## src/rtl/ticket_dispense_arbiter.sv

```systemverilog
// ticket_dispense_arbiter
// Shares one ticket printer and one coin-change dispenser among N_KIOSK fare
// kiosks. A kiosk is picked round-robin. Its ticket count and change are
// latched at grant. The arbiter then issues one print strobe per ticket and
// pays the change greedily in 10/5/1 coins, one per cycle. Finally it pulses
// done back to the kiosk. Every output comes straight from a register.
module ticket_dispense_arbiter #(
    parameter int N_KIOSK   = 4,
    parameter int PRINT_GAP = 3
) (
    input  logic                       clk,
    input  logic                       reset,
    input  logic [N_KIOSK-1:0]         req,
    input  logic [3*N_KIOSK-1:0]       tickets_flat,
    input  logic [7*N_KIOSK-1:0]       change_flat,
    input  logic                       print_ready,
    output logic [N_KIOSK-1:0]         grant,
    output logic [$clog2(N_KIOSK)-1:0] owner,
    output logic                       busy,
    output logic [N_KIOSK-1:0]         done,
    output logic                       print_strobe,
    output logic                       coin10,
    output logic                       coin5,
    output logic                       coin1
);
    localparam int OW = $clog2(N_KIOSK);
    localparam int GW = (PRINT_GAP > 1) ? $clog2(PRINT_GAP) : 1;

    typedef enum logic [2:0] {
        S_IDLE,
        S_PRINT,
        S_PGAP,
        S_CHANGE,
        S_DONE
    } state_t;

    state_t             r_state, w_state_nxt;
    logic [N_KIOSK-1:0] r_grant, w_grant_nxt;
    logic [OW-1:0]      r_owner, w_owner_nxt;
    logic               r_busy, w_busy_nxt;
    logic [N_KIOSK-1:0] r_done, w_done_nxt;
    logic               r_strobe, w_strobe_nxt;
    logic               r_coin10, w_coin10_nxt;
    logic               r_coin5, w_coin5_nxt;
    logic               r_coin1, w_coin1_nxt;
    logic [2:0]         r_tix, w_tix_nxt;
    logic [6:0]         r_chg, w_chg_nxt;
    logic [GW-1:0]      r_gap, w_gap_nxt;
    logic [OW-1:0]      r_ptr, w_ptr_nxt;

    logic [OW-1:0]      w_win;
    logic [N_KIOSK-1:0] w_win_onehot;
    logic [2:0]         w_tix_raw;
    logic [2:0]         w_tix_clamp;
    logic [6:0]         w_chg_in;
    logic [OW-1:0]      w_ptr_inc;

    // Round-robin search: the requester at the smallest offset from the pointer wins.
    always_comb begin
        logic [OW-1:0] v_idx;
        v_idx = '0;
        w_win = '0;
        for (int k = N_KIOSK - 1; k >= 0; k--) begin
            v_idx = OW'((int'(r_ptr) + k) % N_KIOSK);
            if (req[v_idx]) begin
                w_win = v_idx;
            end
        end
    end

    assign w_win_onehot = N_KIOSK'(1) << w_win;
    assign w_tix_raw    = 3'(tickets_flat >> (3 * int'(w_win)));
    assign w_tix_clamp  = (w_tix_raw > 3'd5) ? 3'd5 : w_tix_raw;
    assign w_chg_in     = 7'(change_flat >> (7 * int'(w_win)));
    assign w_ptr_inc    = (r_owner == OW'(N_KIOSK - 1)) ? '0 : r_owner + 1'b1;

    // Next-state and next-output logic for the service sequencer.
    always_comb begin
        // NOTE: every signal written here gets a default first, so no path can infer a latch.
        w_state_nxt  = r_state;
        w_grant_nxt  = r_grant;
        w_owner_nxt  = r_owner;
        w_busy_nxt   = r_busy;
        w_done_nxt   = '0;
        w_strobe_nxt = 1'b0;
        w_coin10_nxt = 1'b0;
        w_coin5_nxt  = 1'b0;
        w_coin1_nxt  = 1'b0;
        w_tix_nxt    = r_tix;
        w_chg_nxt    = r_chg;
        w_gap_nxt    = r_gap;
        w_ptr_nxt    = r_ptr;

        case (r_state)
            S_IDLE: begin
                if (|req) begin
                    w_grant_nxt = w_win_onehot;
                    w_owner_nxt = w_win;
                    w_busy_nxt  = 1'b1;
                    w_tix_nxt   = w_tix_clamp;
                    w_chg_nxt   = w_chg_in;
                    w_state_nxt = (w_tix_clamp != 3'd0) ? S_PRINT : S_CHANGE;
                end
            end
            S_PRINT: begin
                if (print_ready) begin
                    w_strobe_nxt = 1'b1;
                    w_tix_nxt    = r_tix - 3'd1;
                    w_gap_nxt    = GW'(PRINT_GAP - 1);
                    w_state_nxt  = S_PGAP;
                end
            end
            S_PGAP: begin
                if (r_gap == '0) begin
                    w_state_nxt = (r_tix != 3'd0) ? S_PRINT : S_CHANGE;
                end else begin
                    w_gap_nxt = r_gap - 1'b1;
                end
            end
            S_CHANGE: begin
                if (r_chg >= 7'd10) begin
                    w_coin10_nxt = 1'b1;
                    w_chg_nxt    = r_chg - 7'd10;
                end else if (r_chg >= 7'd5) begin
                    w_coin5_nxt = 1'b1;
                    w_chg_nxt   = r_chg - 7'd5;
                end else if (r_chg != 7'd0) begin
                    w_coin1_nxt = 1'b1;
                    w_chg_nxt   = r_chg - 7'd1;
                end else begin
                    w_done_nxt  = r_grant;
                    w_state_nxt = S_DONE;
                end
            end
            S_DONE: begin
                w_grant_nxt = '0;
                w_busy_nxt  = 1'b0;
                w_ptr_nxt   = w_ptr_inc;
                w_state_nxt = S_IDLE;
            end
            default: w_state_nxt = S_IDLE;
        endcase
    end

    // State and output registers; reset aborts any transaction at once.
    always_ff @(posedge clk or posedge reset) begin
        // NOTE: sequential state uses non-blocking assignments so all registers see pre-edge values.
        if (reset) begin
            r_state  <= S_IDLE;
            r_grant  <= '0;
            r_owner  <= '0;
            r_busy   <= 1'b0;
            r_done   <= '0;
            r_strobe <= 1'b0;
            r_coin10 <= 1'b0;
            r_coin5  <= 1'b0;
            r_coin1  <= 1'b0;
            r_tix    <= '0;
            r_chg    <= '0;
            r_gap    <= '0;
            r_ptr    <= '0;
        end else begin
            r_state  <= w_state_nxt;
            r_grant  <= w_grant_nxt;
            r_owner  <= w_owner_nxt;
            r_busy   <= w_busy_nxt;
            r_done   <= w_done_nxt;
            r_strobe <= w_strobe_nxt;
            r_coin10 <= w_coin10_nxt;
            r_coin5  <= w_coin5_nxt;
            r_coin1  <= w_coin1_nxt;
            r_tix    <= w_tix_nxt;
            r_chg    <= w_chg_nxt;
            r_gap    <= w_gap_nxt;
            r_ptr    <= w_ptr_nxt;
        end
    end

    assign grant        = r_grant;
    assign owner        = r_owner;
    assign busy         = r_busy;
    assign done         = r_done;
    assign print_strobe = r_strobe;
    assign coin10       = r_coin10;
    assign coin5        = r_coin5;
    assign coin1        = r_coin1;

endmodule

```

## config.mk

```make
export PLATFORM = sky130hd
export DESIGN_NAME = ticket_dispense_arbiter
export DESIGN_NICKNAME = d
export VERILOG_FILES = /design/src/rtl/ticket_dispense_arbiter.sv
export SDC_FILE = /design/constraint.sdc
export NUM_CORES = 1
export LEC_CHECK = 0
export BUFFER_PORTS_ARGS = -buffer_cell sky130_fd_sc_hd__buf_2
export CORE_UTILIZATION = 50
export DETAILED_ROUTE_END_ITERATION = 8
export PLACE_DENSITY = 0.75
export RECOVER_POWER = 100
export SETUP_SLACK_MARGIN = 0.4
export SYNTH_ARGS = -nofsm -noshare
export SYNTH_HDL_FRONTEND = slang
export SYNTH_SLANG_ARGS = --single-unit
```

## constraint.sdc

```tcl
create_clock -name clk -period 4.4 [get_ports clk]
set_input_delay 0.22 -clock clk [delete_from_list [all_inputs] [get_ports clk]]
set_output_delay 0.22 -clock clk [all_outputs]
set_load 0.02 [all_outputs]
```

==> qor.txt <==
HP Class: in -> reg
hold path start: change_flat[5]
unrepaired setup endpoints after global routing: no
Peak Freq: 306 MHz
Avg Cell Area, Syn: 9.21 um2
critical path fanouts, max: 16
Skew-Pair Late Insertion Delay: 290 ps
Worst EP arrival: 3400 ps
EDFF count, synth: 0
Hold Violations, Final: 0
total track usage: 25.1%
RR Startpoint: r_ptr[0]
Most used DFF post-synth: dfrtp_1
Internal Pwr Total: 810 uW
Cells after DPL: 338
drt total wl: 5110 um
status: finished, violations left
root buf cell: clkbuf_8
Cell variety after synth: 50
via count: 1972
clock tree sinks: 32
Crit. End Element: flop
CTS max path bufs: 2
Die ar.: 4580 um2
remaining global-route overflow: 0
share of cells above drive strength 1: 20.9%
largest net degree at the start of global routing: 33
register area share after synthesis: 37.2%
warnings from Yosys: 0
DR WL/cell: 14.8 um
Detailed Place HPWL: 3860 um
Fillers: 347
top cell type by total area after synthesis: dfrtp_1
post-CTS sizing: 0
area grow syn2layout: 18.3%
worst-path cell with the longest stage delay: a2bb2oi_1
syn_nets: 292
Psw: 649 uW
max-slew violation count: 33
DRT iter0 DRCs: 90
hold_buf cts: 0
slew at the pin closest to its max-slew limit: 1700 ps
Starting Density: 53.1%
synth top area cells: dfrtp_1 37%, mux2i_1 8.8%, ha_1 6.4%, nand2_1 4.4%, a21oi_1 4.2%
Max VDD drop: 0.258 mV
Inserted Diodes: 0
die height: 67.6 um
Boundary Pins: 62
Pwr per Cell Area: 572 nW/um2
synthesized cell area: 2150 um2
area of the multi-input gates: 1250 um2
Req. time, crit path: 4530 ps
nets: 353
setup bufs post-CTS: 0
CTS tree: built
switch share: 44.5%
width of the die: 67.6 um
crit path cell chain: inv_1 -> a21oi_1 -> a2bb2oi_1 -> clkbuf_1 -> mux2_2 -> o21ai_0 -> a222oi_1
Core Area: 4060 um2
Final Cycle Share: 74.3%
IO Port Bufs: 61
Tmin final: 3270 ps
drt drc: 0
combinational share of power: 48.0%
Static Leak: 1.19 nW
H-tree level count: 2
Final Power: 1.46 mW
Max Cap Viol: 1
Rel. slew slack: -13.6%
WHS: 310 ps
first element of the critical path: r_ptr[0]
violated checks: max-capacitance violations, max-slew violations
post-synth top area share: 37.2%
clock-pin slew of the registers on the worst-case setup and hold paths: 70 ps
Setup-failing EPs final: 0
Routed Antenna Nets: 0
Critical Path Start Type: flop
asr flop ratio synth: 100%
CTS Buf Count: 5
first drt pass iteration count: 4
clock skew: 6.34 ps
Mapped Cells: 234
Reg area: 801 um2
via/cell ratio: 5.70
Finished Layout Cells: 346
power share of the clock group: 16.6%
first-pass GRT wire length: 8560 um
crit-path max cell delay: 910 ps
GP Congestion: 0.903
initial antenna violation count: 0
vias in the first global route: 1976
register bit total from synthesis: 32
post-layout util: 62.8%
setup_tns: 0 ps
share of total power in sequential cells: 35.4%
Core Rows: 23
WS Path Type: reg -> reg
==> cells by family after synthesis <==
| logic type | share of synthesized area, % |
|---|---|
| flip-flops | 37.2 |
| AO/OA/AOI/OAI | 20.0 |
| buffers and inverters | 4.01 |
| multiplexers | 11.4 |
| AND/OR/NAND/NOR | 20.2 |
| adder cells (fa/ha/maj) | 6.39 |
| XOR/XNOR | 0.813 |
==> placed cells by master, fill, tap and decap left out, drive strengths merged, types with 2 or more instances in the layout <==
cell,n
inv,10
a221o,3
a21oi,18
clkinvlp,2
nand3b,3
mux2i,19
o31ai,3
mux2,5
nor2,12
or3,3
nand2b,4
o21a,2
a21o,3
or4,2
nor4,2
nand2,25
nand3,4
buf,47
o21ai,14
ha,11
dfrtp,32
nor2b,2
and2,7
a32o,2
nor3,8
xnor2,2
a211oi,8
and3,3
clkbuf,23
==> registers in the layout (all words and copies together), names as in the netlist <==
name          count
done              4
print_strobe      1
coin5             1
owner             2
grant             4
r_tix             3
r_state           3
r_chg             7
r_gap             2
r_ptr             2
coin1             1
coin10            1
busy              1
==> power by group through the flow <==
stage	Sequential [mW]	Clock (mW)	Combinational (mW)
floorplan	0.512	0	0.526
finish	0.517	0.242	0.700
global route	0.535	0.258	0.788
detailed placement	0.516	0	0.710
global placement	0.512	0	0.691
CTS	0.511	0.243	0.718
==> synthesized netlist by cell type, types with 3 or more instances <==
library cell and count:
mux2_2 5, ha_1 11, nand2_1 25, mux2i_1 19, clkbuf_1 6, nand3b_1 3
nand2b_1 4, o31ai_1 3, nor3_1 7, a211oi_1 8, and2_1 7, dfrtp_1 32
inv_1 10, a21oi_1 18, nor2_1 11, nand3_1 4, buf_2 3, and3_1 3
o21ai_0 14, a221o_1 3
==> critical path, delay by kind of cell (launching register included) <==
family | cells | cell delay (ps)
AOI/OAI and AO/OA | 4 | 1450
buffers and inverters | 2 | 850
DFF | 1 | 400
muxes | 1 | 410
==> through the flow <==
stage          cell area, um2  setup WS (ps)
4_1_cts                  2590           1760
6_report                 2550           1130
3_3_place_gp             2500           1860
3_5_place_dp             2500           1770
5_1_grt                  2550            926
2_1_floorplan            2150           2070
==> area by class of cell <==
type / instances / area share (%)
clock buffer: 6 / 3.24
clock inverter: 2 / 0.589
inverter: 10 / 1.47
multi-input combinational: 182 / 49.0
sequential: 32 / 31.4
tap: 50 / 2.45
timing repair buffer: 64 / 11.8
==> layer usage <==
| layer | wire length (um) | share of wire (%) | GRT usage [%] | up-vias |
|---|---|---|---|---|
| met5 | 0 | 0 | 0 | - |
| met4 | 102 | 2.0 | 10.4 | 0 |
| li1 | - | - | - | 978 |
| met2 | 2440 | 48 | 42.8 | 64 |
| met3 | 220 | 4.3 | 4.90 | 11 |
| met1 | 2350 | 46 | 30.7 | 919 |
==> final timing paths <==
check	endpoint	slack, ps	depth (start not counted)
min reg2reg	busy	480	2
min in group asynchronous	coin5	520	3
max	r_chg[0]	1130	7
max in group asynchronous	grant[1]	2890	3
min	r_chg[5]	310	5
max reg2reg	r_chg[0]	1130	7
(Power assumes the default switching activity.)
